==> src/rtl/mem_access_seq_if.sv <==
// Command and memory-port bundle for the memory access sequencer.
// The master modport is the sequencer; the slave modport is the control unit and memory side.
interface mem_access_seq_if #(
    parameter int WORD_WIDTH = 31
);
    logic [11:0]           reg_select_value;
    logic                  do_mem_read;
    logic                  do_mem_write;
    logic [WORD_WIDTH-1:0] write_data;
    logic                  mem_req;
    logic                  mem_we;
    logic [11:0]           mem_addr;
    logic [WORD_WIDTH-1:0] mem_wdata;
    logic                  mem_ack;
    logic [WORD_WIDTH-1:0] mem_rdata;
    logic [WORD_WIDTH-1:0] read_data;
    logic                  busy;
    logic                  access_done;
    logic                  addr_error;
    logic                  timeout_error;

    modport master (
        input  reg_select_value, do_mem_read, do_mem_write, write_data, mem_ack, mem_rdata,
        output mem_req, mem_we, mem_addr, mem_wdata, read_data, busy, access_done,
               addr_error, timeout_error
    );

    modport slave (
        output reg_select_value, do_mem_read, do_mem_write, write_data, mem_ack, mem_rdata,
        input  mem_req, mem_we, mem_addr, mem_wdata, read_data, busy, access_done,
               addr_error, timeout_error
    );
endinterface

==> src/rtl/mem_access_seq.sv <==
// Memory access sequencer: one read or write per command over a req/ack port,
// with a read data register, out-of-range address check and ack timeout.
module mem_access_seq #(
    parameter int WORD_WIDTH  = 31,
    parameter int MEM_DEPTH   = 2048,
    parameter int ACK_TIMEOUT = 15
) (
    input  logic clk,
    input  logic resetn,
    mem_access_seq_if.master bus
);
    typedef enum logic [1:0] {IDLE, CHECK, WAIT, DONE} state_e;

    state_e                state_q, state_d;
    logic [11:0]           addr_q, addr_d;
    logic [WORD_WIDTH-1:0] wdata_q, wdata_d;
    logic [WORD_WIDTH-1:0] rdata_q, rdata_d;
    logic                  we_q, we_d;
    logic                  req_q, req_d;
    logic [7:0]            cnt_q, cnt_d;
    logic                  addr_err_q, addr_err_d;
    logic                  to_err_q, to_err_d;

    always_ff @(posedge clk) begin
        if (!resetn) begin
            state_q    <= IDLE;
            addr_q     <= '0;
            wdata_q    <= '0;
            rdata_q    <= '0;
            we_q       <= 1'b0;
            req_q      <= 1'b0;
            cnt_q      <= '0;
            addr_err_q <= 1'b0;
            to_err_q   <= 1'b0;
        end else begin
            state_q    <= state_d;
            addr_q     <= addr_d;
            wdata_q    <= wdata_d;
            rdata_q    <= rdata_d;
            we_q       <= we_d;
            req_q      <= req_d;
            cnt_q      <= cnt_d;
            addr_err_q <= addr_err_d;
            to_err_q   <= to_err_d;
        end
    end

    always_comb begin
        state_d    = state_q;
        addr_d     = addr_q;
        wdata_d    = wdata_q;
        rdata_d    = rdata_q;
        we_d       = we_q;
        req_d      = req_q;
        cnt_d      = cnt_q;
        addr_err_d = addr_err_q;
        to_err_d   = to_err_q;
        case (state_q)
            IDLE: begin
                // Read wins when both commands arrive together.
                if (bus.do_mem_read || bus.do_mem_write) begin
                    addr_d     = bus.reg_select_value;
                    we_d       = !bus.do_mem_read;
                    if (!bus.do_mem_read)
                        wdata_d = bus.write_data;
                    addr_err_d = 1'b0;
                    to_err_d   = 1'b0;
                    state_d    = CHECK;
                end
            end
            CHECK: begin
                if (32'(addr_q) >= 32'(MEM_DEPTH)) begin
                    addr_err_d = 1'b1;
                    state_d    = DONE;
                end else begin
                    req_d   = 1'b1;
                    cnt_d   = 8'(ACK_TIMEOUT);
                    state_d = WAIT;
                end
            end
            WAIT: begin
                cnt_d = cnt_q - 8'd1;
                // An ack in the last allowed cycle still counts as success.
                if (bus.mem_ack) begin
                    req_d   = 1'b0;
                    if (!we_q)
                        rdata_d = bus.mem_rdata;
                    state_d = DONE;
                end else if (cnt_q == 8'd1) begin
                    req_d    = 1'b0;
                    to_err_d = 1'b1;
                    state_d  = DONE;
                end
            end
            DONE: begin
                state_d = IDLE;
            end
            default: begin
                state_d = IDLE;
            end
        endcase
    end

    assign bus.mem_req       = req_q;
    assign bus.mem_we        = we_q;
    assign bus.mem_addr      = addr_q;
    assign bus.mem_wdata     = wdata_q;
    assign bus.read_data     = rdata_q;
    assign bus.busy          = (state_q != IDLE);
    assign bus.access_done   = (state_q == DONE);
    assign bus.addr_error    = addr_err_q;
    assign bus.timeout_error = to_err_q;
endmodule

==> src/flat_wrapper.sv <==
// flat-port wrapper written by rule: the top's interface ports become plain ports
module mem_access_seq_flat 
#(
    parameter int WORD_WIDTH  = 31,
    parameter int MEM_DEPTH   = 2048,
    parameter int ACK_TIMEOUT = 15
)
  (clk, resetn, bus_reg_select_value, bus_do_mem_read, bus_do_mem_write, bus_write_data, bus_mem_ack, bus_mem_rdata, bus_mem_req, bus_mem_we, bus_mem_addr, bus_mem_wdata, bus_read_data, bus_busy, bus_access_done, bus_addr_error, bus_timeout_error);
  mem_access_seq_if #(.WORD_WIDTH(WORD_WIDTH)) bus_i ();
  input  logic clk;
  input  logic resetn;
  input wire logic [$bits(bus_i.reg_select_value)-1:0] bus_reg_select_value;
  input wire logic [$bits(bus_i.do_mem_read)-1:0] bus_do_mem_read;
  input wire logic [$bits(bus_i.do_mem_write)-1:0] bus_do_mem_write;
  input wire logic [$bits(bus_i.write_data)-1:0] bus_write_data;
  input wire logic [$bits(bus_i.mem_ack)-1:0] bus_mem_ack;
  input wire logic [$bits(bus_i.mem_rdata)-1:0] bus_mem_rdata;
  output wire logic [$bits(bus_i.mem_req)-1:0] bus_mem_req;
  output wire logic [$bits(bus_i.mem_we)-1:0] bus_mem_we;
  output wire logic [$bits(bus_i.mem_addr)-1:0] bus_mem_addr;
  output wire logic [$bits(bus_i.mem_wdata)-1:0] bus_mem_wdata;
  output wire logic [$bits(bus_i.read_data)-1:0] bus_read_data;
  output wire logic [$bits(bus_i.busy)-1:0] bus_busy;
  output wire logic [$bits(bus_i.access_done)-1:0] bus_access_done;
  output wire logic [$bits(bus_i.addr_error)-1:0] bus_addr_error;
  output wire logic [$bits(bus_i.timeout_error)-1:0] bus_timeout_error;
  assign bus_i.reg_select_value = bus_reg_select_value;
  assign bus_i.do_mem_read = bus_do_mem_read;
  assign bus_i.do_mem_write = bus_do_mem_write;
  assign bus_i.write_data = bus_write_data;
  assign bus_i.mem_ack = bus_mem_ack;
  assign bus_i.mem_rdata = bus_mem_rdata;
  assign bus_mem_req = bus_i.mem_req;
  assign bus_mem_we = bus_i.mem_we;
  assign bus_mem_addr = bus_i.mem_addr;
  assign bus_mem_wdata = bus_i.mem_wdata;
  assign bus_read_data = bus_i.read_data;
  assign bus_busy = bus_i.busy;
  assign bus_access_done = bus_i.access_done;
  assign bus_addr_error = bus_i.addr_error;
  assign bus_timeout_error = bus_i.timeout_error;
  mem_access_seq #(.WORD_WIDTH(WORD_WIDTH), .MEM_DEPTH(MEM_DEPTH), .ACK_TIMEOUT(ACK_TIMEOUT)) u_core (.clk(clk), .resetn(resetn), .bus(bus_i));
endmodule
==> config.mk <==
export PLATFORM = sky130hd
export DESIGN_NAME = mem_access_seq_flat
export DESIGN_NICKNAME = d
export VERILOG_FILES = /design/src/rtl/mem_access_seq_if.sv /design/src/rtl/mem_access_seq.sv /design/src/flat_wrapper.sv
export SDC_FILE = /design/constraint.sdc
export NUM_CORES = 1
export LEC_CHECK = 0
export ABC_AREA = 1
export CORE_MARGIN = 2
export CORE_UTILIZATION = 41
export CTS_CLUSTER_SIZE = 24
export DETAILED_ROUTE_END_ITERATION = 7
export PLACE_DENSITY = 0.8
export SLEW_MARGIN = 30
export SYNTH_ARGS = -nofsm -noshare
export SYNTH_HDL_FRONTEND = slang
export SYNTH_SLANG_ARGS = --single-unit
==> constraint.sdc <==
create_clock -name clk -period 1.74 [get_ports clk]
set_input_delay 0.174 -clock clk [delete_from_list [all_inputs] [get_ports clk]]
set_output_delay 0.174 -clock clk [all_outputs]
set_load 0.05 [all_outputs]
=== Word level (Yosys, flattened, before mapping) ===
Cells that the tools add are included.

* Memories kept: 0
* Memory bits (writable): 0
* ROM bits: 0
* Output and inout port bits: 80
* Latch bits: 0
* Logic and storage cells: 55
* Input port bits: 79
* Flip-flop bits (word level): 88

* Multiply operators: 0
* Equal/unequal tests: 10
* Shift-type cells: 0
* Bitwise gates (word level): 2
* Muxes and demuxes: 17
* Div/mod/pow operators: 0
* $lt $le $gt $ge: 1
* Reductions and logical operators: 15
* Add/sub/neg operators: 1

{| class="wikitable"
|+ Operator list
! kind !! number
|-
| $pmux W8 S2 || 1
|-
| $ge A12 B12 Y1 const B || 1
|-
| $reduce_and A3 Y1 || 4
|-
| $eq A8 B1 Y1 const B || 1
|-
| $mux W1 || 8
|-
| $mux W8 || 1
|-
| $pmux W2 S4 || 1
|-
| $reduce_bool A2 Y1 || 4
|-
| $sub A8 B1 Y8 const B || 1
|-
| $mux W2 || 3
|-
| $ne A2 B1 Y1 const B || 3
|-
| $pmux W1 S2 || 3
|-
| $reduce_and A2 Y1 || 3
|-
| $eq A2 B2 Y1 const B || 2
|-
| $ne A2 B2 Y1 const B || 2
|-
| $reduce_and A4 Y1 || 1
|-
| $ne A3 B2 Y1 const B || 1
|-
| $eq A2 B1 Y1 const B || 1
|-
| $logic_not A2 Y1 || 1
|-
| $not A1 Y1 || 2
|-
| $logic_not A1 Y1 || 1
|-
| $logic_or A1 B1 Y1 || 1
|}

=== Logic depth before layout (Yosys ltp) ===
* Depth in word-level cells: 4
* Mapped depth: 10
* Gate-level depth less buffers: 10

=== Worst setup path before layout ===
OpenSTA, ideal clock, no wires.

* Path type: register to register
* From: reg u_core.state_q[0]
* To: reg u_core.wdata_q[19] (netlist: u_core.bus.mem_wdata[19])
* Setup slack: 0.230 ns
* Cell stages (with the launch flop): 9
* Required time: 1.670 ns
* Period minus slack after synthesis: 1.510 ns
* Buffers on the path: 1
* Setup time: 0.070 ns
* Arrival: 1.440 ns
* Cell sequence: dfxtp_1 -> inv_1 -> ha_1 -> inv_2 -> nor2_4 -> nand2_4 -> buf_4 -> nand2_1 -> a21oi_1

* Longest elaborated chain between the ends: 2

{| class="wikitable"
|+ Ends and longest elaborated chain
! what !! line !! RTL
|-
| start, declared || mem_access_seq.sv:14 || <nowiki>state_e state_q, state_d;</nowiki>
|-
| start signal, assigned || mem_access_seq.sv:36 || <nowiki>state_q <= state_d;</nowiki>
|-
| $logic_not A2 Y1 || mem_access_seq.sv:58 || <nowiki>case (state_q)</nowiki>
|-
| $reduce_and A3 Y1 (no line) || n/a ||
|-
| end signal, assigned || mem_access_seq.sv:38 || <nowiki>wdata_q <= wdata_d;</nowiki>
|-
| end, declared || mem_access_seq.sv:16 || <nowiki>logic [WORD_WIDTH-1:0] wdata_q, wdata_d;</nowiki>
|}

No other way between the ends.
A chain may end at the register's enable or synchronous reset.

=== Final worst setup path ===
* From: reg u_core.rdata_q[12] (netlist: u_core.bus.read_data[12])
* To: out bus_read_data[12]

{| class="wikitable"
|+ RTL lines
! what !! line !! RTL
|-
| start, declared || mem_access_seq.sv:17 || <nowiki>logic [WORD_WIDTH-1:0] rdata_q, rdata_d;</nowiki>
|-
| start signal, assigned || mem_access_seq.sv:39 || <nowiki>rdata_q <= rdata_d;</nowiki>
|-
| end, declared || flat_wrapper.sv:22 || <nowiki>output wire logic [$bits(bus_i.read_data)-1:0] bus_read_data;</nowiki>
|}

No word-level cell between the ends.

==> impl_metrics.yaml <==
critical_path:
  crit_family: "buffers and inverters"
  cp-end-kind: "primary output"
  required_ps: 1570
  critPathMaxStageDelay_ps: 830
  startpoint_type: "register"
  cpMaxStageDelayCell: "clkdlybuf4s50_1"
  path_cells: "clkdlybuf4s50_1"
  crit_fanout: 2
  arrival_ps: 1520
  critical_path_class: "reg2out"
  critPathBufInv: 1
power:
  leakage_nw: 2.15
  ir_drop_mv: 0.757
  power.density_mw_per_mm2: 1670
global_route:
  grt_pass1_vias: 3191
  grt_max_degree: 43
  gr-total-overflow: 0
  grt_pass1_wl_um: 14700
  antenna_found_initial: 0
  track_usage: 0.203
sta:
  maxSlewViolCount: 0
  hold_violations: 0
  skew_ps: 9.03
  period_share: 0.972
  final-setup-viol-count: 0
  slew_headroom: 0.639
  period_needed_ps: 1690
  fin_hold_ws_ps: 399
  rsz0062_at_grt: "true"
  fin_setup_tns_ps: 0
  tightest_slew_ps: 539
  max_freq_ghz: 0.591
finish:
  final-seq-area_sq_mm: 0.00176
  drive_above_1_share: 0.0807
  fillCellCount: 689
  final_nets: 675
  multiInputGateArea_sq_mm: 0.00143
  layout_commonest_cell: "clkdlybuf4s50_1"
  insertedDiodeCount: 0
  area_growth_pct: 55.8
  final_cell_mix: "clkdlybuf4s50_1 (154), nor2_1 (95), dfxtp_1 (87), nand2_1 (53), o21ai_0 (47)"
logic_synthesis:
  synthXorXnorAreaFrac: 0.00254
  yosysUniqueCellTypes: 27
  synth-seq-cells: 88
  synth_fp_nets: 521
  synth_ff_type: "dfxtp_1"
  postSynth.asyncResetShare: 0
  synth_warnings: 0
  synth_top_family_by_area: "simple AND/OR/NAND/NOR gates"
  synth_seq_area_share: 0.511
  yosys.area_share.adder: 0.0218
  syn_inst: 436
  synth_compound_area_frac: 0.139
  syn-mean-instance-area_sq_um: 7.91
  synth-simple-area-share: 0.249
  synth_edf_count: 0
  synth_area_sq_mm: 0.00345
  yosys-mux-area-fraction: 0
floorplanning:
  rows: 33
  ios: 159
  die-width_um: 95.7
  start_util: 0.422
  coreArea_sq_mm: 0.00818
  die_area_sq_mm: 0.00916
  die_height_um: 95.7
cts:
  cts_max_path_buffers: 2
  cts.sinks: 88
  cts_tree: "built"
  path_clk_slew_ps: 90
  h-tree-depth: 3
  post-cts-setup-buffers: 0
  clock-root-buffer: "clkbuf_8"
  worst_skew_pair.late_latency_ps: 340
  cts_buffers: 9
placement:
  numPortBuffers: 158
  dp_hpwl_um: 6840
  place_congestion: 0.813
job:
  max_cap_violations: 0
drt:
  wl_per_cell_um: 13.6
  ant_nets: 0
  via_count: 3424
  drc: 0
  viasPerCell: 4.89
  drtIter0Drc: 115
  drt-total-wl_um: 9520
  dr.pass1.iters: 5
worst_hold_path:
  worstHoldPathType: "in2reg"
run_status:
  run_status: "finished clean"
-- flip-flops by register name (all words and copies together), names as in the netlist --
signal,count
u_core.bus.addr_error,1
u_core.bus.timeout_error,1
u_core.bus.read_data,31
u_core.bus.mem_req,1
u_core.cnt_q,8
u_core.bus.mem_we,1
u_core.bus.mem_addr,12
u_core.state_q,2
u_core.bus.mem_wdata,31
-- power breakdown --
part / internal, W / switching (W) / leakage (nW)
sequential: 0.00251 / 0.000289 / 0.720
combinational: 0.00149 / 0.00284 / 1.30
clock: 0.00110 / 0.000726 / 0.134
-- layer usage --
metal  up-vias  wire length, um  GRT usage
li1       1724                -          -
met1      1569             3910      0.241
met2       113             4660      0.345
met3        18              734     0.0587
met4         0              212     0.0786
met5         -                0          0
-- area by class of cell --
class	instances	area share
flip-flops and latches	88	0.328
clock buffers	9	0.0231
well taps	105	0.0245
clock inverters	7	0.0265
multi-input cells	301	0.266
repair buffers	169	0.316
inverters	21	0.0151
-- Yosys cell counts, types with 5 or more instances --
cell type	count	area share
buf_6	8	0.026
a21oi_1	39	0.057
dfxtp_1	88	0.51
o21ai_0	47	0.068
buf_4	5	0.011
buf_2	6	0.0087
nor2_1	95	0.10
clkbuf_1	6	0.0065
nand3_1	39	0.057
nand2_1	53	0.058
ha_1	6	0.022
inv_1	17	0.019
-- path summary, 6_finish.rpt --
kind	to	start	cells after the start	slack, ps
worst max-delay path	bus_read_data[12]	u_core.bus.read_data[12]	1	50
worst max register to register	u_core.cnt_q[4]	u_core.state_q[0]	8	110
worst min-delay path	u_core.bus.mem_wdata[2]	bus_write_data[2]	3	400
worst min register to register	u_core.bus.mem_wdata[8]	u_core.bus.mem_wdata[8]	2	470
-- what timing repair did --
item                       CTS  global route
hold buffers                 0             0
setup endpoints to repair    1            20
gates resized for setup      1             5
-- kinds of logic (layout without fill, tap and decap cells) --
logic type                 after synthesis  count (layout)
xor gates and xnor gates                 1               1
adders and majority gates                6               6
buffers and inverters                   47             206
AOI/OAI and AO/OA                       94              94
and+or+nand+nor                        200             200
DFF                                     88              88
-- per-stage QoR --
stage | instances | util | cell area, sq um | total power [W] | worst slack [ps]
2_1_floorplan | 436 | - | 3450 | 0.00579 | 230
3_3_place_gp | 684 | 0.623 | 5090 | 0.00703 | 181
3_5_place_dp | 684 | 0.623 | 5090 | 0.00712 | 94.6
4_1_cts | 700 | 0.655 | 5360 | 0.00898 | 28.4
5_1_grt | 700 | 0.657 | 5370 | 0.00944 | -5.17
6_report | 700 | 0.657 | 5370 | 0.00895 | 48.6
Power figures use the tool's default switching activity.
